<file path="config.mk">
export PLATFORM = sky130hd
export DESIGN_NAME = mod_counter_div
export DESIGN_NICKNAME = d
export VERILOG_FILES = /design/src/rtl/mod_counter_div.sv
export SDC_FILE = /design/constraint.sdc
export NUM_CORES = 1
export LEC_CHECK = 0
export BUFFER_PORTS_ARGS = -buffer_cell sky130_fd_sc_hd__buf_4
export CAP_MARGIN = 30
export CORE_ASPECT_RATIO = 1.1
export CORE_MARGIN = 8
export CORE_UTILIZATION = 45
export DETAILED_ROUTE_END_ITERATION = 8
export PLACE_DENSITY = 0.69
export SETUP_SLACK_MARGIN = 0.5
export SLEW_MARGIN = 15
export SYNTH_ARGS = -nofsm -noshare
export SYNTH_HDL_FRONTEND = slang
export SYNTH_SLANG_ARGS = --single-unit
</file>
<file path="constraint.sdc">
create_clock -name in_clk -period 2.8 [get_ports in_clk]
set_clock_uncertainty 0.15 [all_clocks]
set_input_delay 0.7 -clock in_clk [delete_from_list [all_inputs] [get_ports in_clk]]
set_output_delay 0.7 -clock in_clk [all_outputs]
set_load 0.02 [all_outputs]
</file>
<file path="src/rtl/mod_counter_div.sv">
// mod_counter_div: modulo-MODULUS up/down counter with sync clear/load,
// combinational terminal count for cascading digit stages, and a free-running
// even-ratio divider that produces a 50% duty strobe of period DIV in_clk cycles.
// The divider is independent of every counter control input.
// Legal parameters: 2 <= MODULUS <= 2**WIDTH, DIV even and >= 2.
module mod_counter_div #(
  parameter int WIDTH   = 4,
  parameter int MODULUS = 10,
  parameter int DIV     = 10
) (
  input  logic             in_clk,
  input  logic             rst,
  input  logic             en,
  input  logic             up_dn,
  input  logic             clr,
  input  logic             load,
  input  logic [WIDTH-1:0] load_val,
  output logic [WIDTH-1:0] q,
  output logic             tc,
  output logic             out_clk
);

  // Highest legal count; fits in WIDTH bits because MODULUS <= 2**WIDTH.
  localparam logic [WIDTH-1:0] CNT_MAX = WIDTH'(MODULUS - 1);

  // Divider phase runs 0..HALF-1; one extra bit of width is never needed.
  localparam int              HALF    = DIV / 2;
  localparam int              PH_W    = (HALF > 1) ? $clog2(HALF) : 1;
  localparam logic [PH_W-1:0] PH_LAST = PH_W'(HALF - 1);

  // Counter state
  logic [WIDTH-1:0] cnt_q;
  logic [WIDTH-1:0] cnt_d;

  // Divider state
  logic [PH_W-1:0]  phase_q;
  logic [PH_W-1:0]  phase_d;
  logic             oclk_q;
  logic             oclk_d;

  // Candidate next counts, selected by the priority mux below
  logic [WIDTH-1:0] cnt_inc;
  logic [WIDTH-1:0] cnt_dec;
  logic [WIDTH-1:0] cnt_ld;
  logic             at_top;
  logic             at_bottom;

  // Saturate an out-of-range load value to the highest legal count.
  // Comparison is done at 32 bits so MODULUS == 2**WIDTH stays well formed.
  function automatic logic [WIDTH-1:0] clamp_load(input logic [WIDTH-1:0] v);
    if (32'(v) >= MODULUS) begin
      return CNT_MAX;
    end
    return v;
  endfunction

  // Up step with wrap; any value at or beyond the top (including a corrupted
  // out-of-range count) returns to 0.
  function automatic logic [WIDTH-1:0] inc_wrap(input logic [WIDTH-1:0] v);
    if (32'(v) >= MODULUS - 1) begin
      return '0;
    end
    return v + WIDTH'(1);
  endfunction

  // Down step with wrap; 0 and any out-of-range count go to the top value.
  function automatic logic [WIDTH-1:0] dec_wrap(input logic [WIDTH-1:0] v);
    if ((v == '0) || (32'(v) >= MODULUS)) begin
      return CNT_MAX;
    end
    return v - WIDTH'(1);
  endfunction

  // Precompute the step candidates and the wrap-point flags from current state
  always_comb begin
    cnt_inc   = inc_wrap(cnt_q);
    cnt_dec   = dec_wrap(cnt_q);
    cnt_ld    = clamp_load(load_val);
    at_top    = (cnt_q == CNT_MAX);
    at_bottom = (cnt_q == '0);
  end

  // Next count: clear beats load, load beats counting, otherwise hold
  always_comb begin
    cnt_d = cnt_q;
    if (clr) begin
      cnt_d = '0;
    end else if (load) begin
      cnt_d = cnt_ld;
    end else if (en) begin
      cnt_d = up_dn ? cnt_inc : cnt_dec;
    end
  end

  // Next divider phase: free-running, toggles the strobe once per half period
  always_comb begin
    phase_d = phase_q + PH_W'(1);
    oclk_d  = oclk_q;
    if (phase_q == PH_LAST) begin
      phase_d = '0;
      oclk_d  = ~oclk_q;
    end
  end

  // Counter register, cleared asynchronously by reset
  always_ff @(posedge in_clk or negedge rst) begin
    if (!rst) begin
      cnt_q <= '0;
    end else begin
      cnt_q <= cnt_d;
    end
  end

  // Divider registers, cleared asynchronously by reset
  always_ff @(posedge in_clk or negedge rst) begin
    if (!rst) begin
      phase_q <= '0;
      oclk_q  <= 1'b0;
    end else begin
      phase_q <= phase_d;
      oclk_q  <= oclk_d;
    end
  end

  // Terminal count is combinational so the next stage sees it before the wrap
  // edge; deliberately not gated by clr/load, the cascade owner sequences those.
  always_comb begin
    tc = en & (up_dn ? at_top : at_bottom);
  end

  assign q       = cnt_q;
  assign out_clk = oclk_q;

endmodule

</file>
==> results.toml <==
[global_route]
grt_pass1_wl_mm = 2.55
grt_usage_pct = 10.7
grt-ovfl-total = 0
antenna_found_initial = 0
grt_max_degree = 13
grt_pass1_vias = 615

[logic_synthesis]
synth.top_cell.area_share_pct = 30.8
ys_seq_area_share_pct = 30.8
synth_nets = 86
synth.distinct_cells = 33
synth_seq_cells = 8
yosys_warnings = 0
synthCells = 70
synth_area_leader_cell = "dfrtp_1"
ys_async_sr_fraction_pct = 100
yosys_most_used_dff = "dfrtp_1"
synth_area_leaders = "dfrtp_1 31%, ha_1 12%, nor3b_1 5.8%, o21ai_0 3.9%, inv_1 3.5%"
synth_edf_count = 0
synth_area_um2 = 649
synth_area_per_cell_um2 = 9.28

[sta]
setup_viol = 0
post-route-period-util_pct = 81.6
maxSlewHeadroom_pct = 72.8
max_clock_freq_mhz = 438
max_slew.worst_pin.slew_ns = 0.408
rsz0062_at_grt = "true"
fin_setup_tns_ns = 0
min_period_ns = 2.29
maxSlewViolCount = 0
hold_violations = 0

[floorplanning]
rows = 14
coreArea_mm2 = 0.00137
fp.dieH_um = 55.8
die_area_mm2 = 0.00292
dieWidth_um = 52.2
ios = 16
start_util_pct = 47.5

[cts]
clock_sinks = 8
cts_buffers = 3
tritoncts = "built"
cts.clk_slew.worst_paths_ns = 0.05
clkLatencyLatePin_ns = 0.25
root_buffer = "clkbuf_4"
ctsHtreeMaxLevel = 1
cts_buffer_depth = 2
postCtsHoldBufs = 0

[placed_design]
portBuffers = 15
placedCellCount = 98
routabilityCongestion = 0.836
hpwl_mm = 1.08
dpl_cell_area_um2 = 757

[power]
comb_power_share_pct = 35.7
power_w = 0.000336
p_per_area_mw_per_mm2 = 397
p_leak_nw = 0.370
vdd_drop_max_mv = 0.282
p_sw_w = 0.000105
p_int_w = 0.000230
clockPowerShare_pct = 25.6
p_seq_share_pct = 38.7
swShare_pct = 31.3

[setup_path]
endpoint_kind = "output port"
max_stage_delay_ns = 0.42
path_cells = "buf_4 > ha_2 > a31oi_1 > nor3b_2 > buf_4"
critPathSlowestCell = "dfrtp_2"
crit_arrival_ns = 1.44
cp-start-kind = "flip-flop"
cp_common_cell = "buf_4"
crit_required_ns = 1.95
crit_fanout = 4
worstSetupPathType = "flip-flop to output port"

[finish]
drive_above_1_share_pct = 38.9
final_cell_mix = "20 x buf_4, 6 x dfrtp_1, 5 x o21ai_0"
final.fill_count = 122
final_common_cell = "buf_4"
antenna-diode-count = 0
nNetsFinal = 108
final_area_um2 = 846
area_growth_syn_to_layout_pct = 30.3
finalNonFillerCells = 106

[route]
num_vias = 582
wl_met1_um = 669
wl_per_cell_um = 13.8
drt_iter0_drc = 8
wirelength_mm = 1.46
dr_wl_met3_um = 94
drc = 0
top_layer = "met3"
routed-wl-met2_um = 699
dr.pass1.iters = 4
viasPerCell = 5.49
ant_nets = 0

[worst_hold_path]
hold_path_class = "input port to asynchronous set/reset pin"

[outcome]
status = "finished clean"

[job]
maxCapViolations = 0
-- cells in the mapped netlist, types with 2 or more instances --
library cell  instances
nor3b_1               5
nand3b_1              2
nor3_1                2
a21oi_1               3
o21ai_0               5
dfrtp_1               8
nor2_1                3
a31oi_1               3
nand2_1               3
o21a_1                2
ha_1                  6
xnor2_1               2
inv_1                 6
-- cell families after synthesis --
family | Yosys count | synth area share (%)
buffers and inverters | 9 | 8.09
AOI/OAI and AO/OA | 23 | 25.0
xor gates and xnor gates | 2 | 2.70
and+or+nand+nor | 21 | 20.2
DFF | 8 | 30.8
muxes | 1 | 1.54
adders and majority gates | 6 | 11.6
-- final timing paths --
kind | start | endpoint | slack [ns] | cells past startpoint
hold reg to reg | phase_q[0]$_DFF_PN0_ | phase_q[0]$_DFF_PN0_ | 0.31 | 1
min in group in_clk | phase_q[0]$_DFF_PN0_ | phase_q[0]$_DFF_PN0_ | 0.31 | 1
setup / recovery | q[0]$_DFFE_PN0P_ | tc | 0.51 | 5
max in group asynchronous | rst | q[1]$_DFFE_PN0P_ | 2.26 | 1
hold / removal | rst | phase_q[2]$_DFF_PN0_ | 0.1 | 1
setup reg to reg | q[0]$_DFFE_PN0P_ | q[3]$_DFFE_PN0P_ | 1.03 | 7
-- power by group through the flow --
stage	sequential (W)	clock, W	combinational, W
after floorplan	0.000135	0	0.0000631
after global placement	0.000133	0	0.0000956
after detailed placement	0.000134	0	0.0000960
after CTS	0.000129	0.0000884	0.000116
after global routing	0.000131	0.0000943	0.000132
final	0.000130	0.0000859	0.000120
-- layer usage --
metal | vias up | track usage [%]
met5 | - | 0
met4 | 0 | 2.22
met3 | 0 | 4.01
met2 | 17 | 16.8
met1 | 267 | 13.5
li1 | 298 | -
-- through the flow --
| stage | setup slack (ns) | util [%] | hold WS, ns |
|---|---|---|---|
| 2_1_floorplan | 0.505 | - | 0.254 |
| 3_3_place_gp | 0.543 | 55.4 | 0.296 |
| 3_5_place_dp | 0.525 | 55.4 | 0.299 |
| 4_1_cts | 0.514 | 61.4 | 0.0986 |
| 5_1_grt | 0.437 | 61.9 | 0.0962 |
| 6_report | 0.515 | 61.9 | 0.0973 |
-- critical path: cells and delay by family, from the launching register on --
family | cells | cell delay (ns)
DFF | 1 | 0.42
buffers and inverters | 2 | 0.30
AOI/OAI and AO/OA | 1 | 0.20
adders and majority gates | 1 | 0.20
and+or+nand+nor | 1 | 0.06
-- area by class of cell --
| class | instances | area, um^2 | area share (%) |
|---|---|---|---|
| multi-input combinational | 53 | 428 | 50.6 |
| sequential | 8 | 203 | 24.0 |
| timing repair buffer | 20 | 150 | 17.8 |
| clock buffer | 3 | 22.5 | 2.66 |
| inverter | 6 | 22.5 | 2.66 |
| tap | 16 | 20.0 | 2.37 |
-- registers in the layout (all words and copies together) (netlist names) --
name	flops
q	4
phase_q	3
out_clk	1
-- timing repair --
item / 4_1_cts / 5_1_grt
setup buffers: 5 / 0
pin swaps: 3 / 1
setup endpoints to repair: 1 / 1
gates resized for setup: 8 / 1
Note: power is estimated with default switching activity, not from simulation.
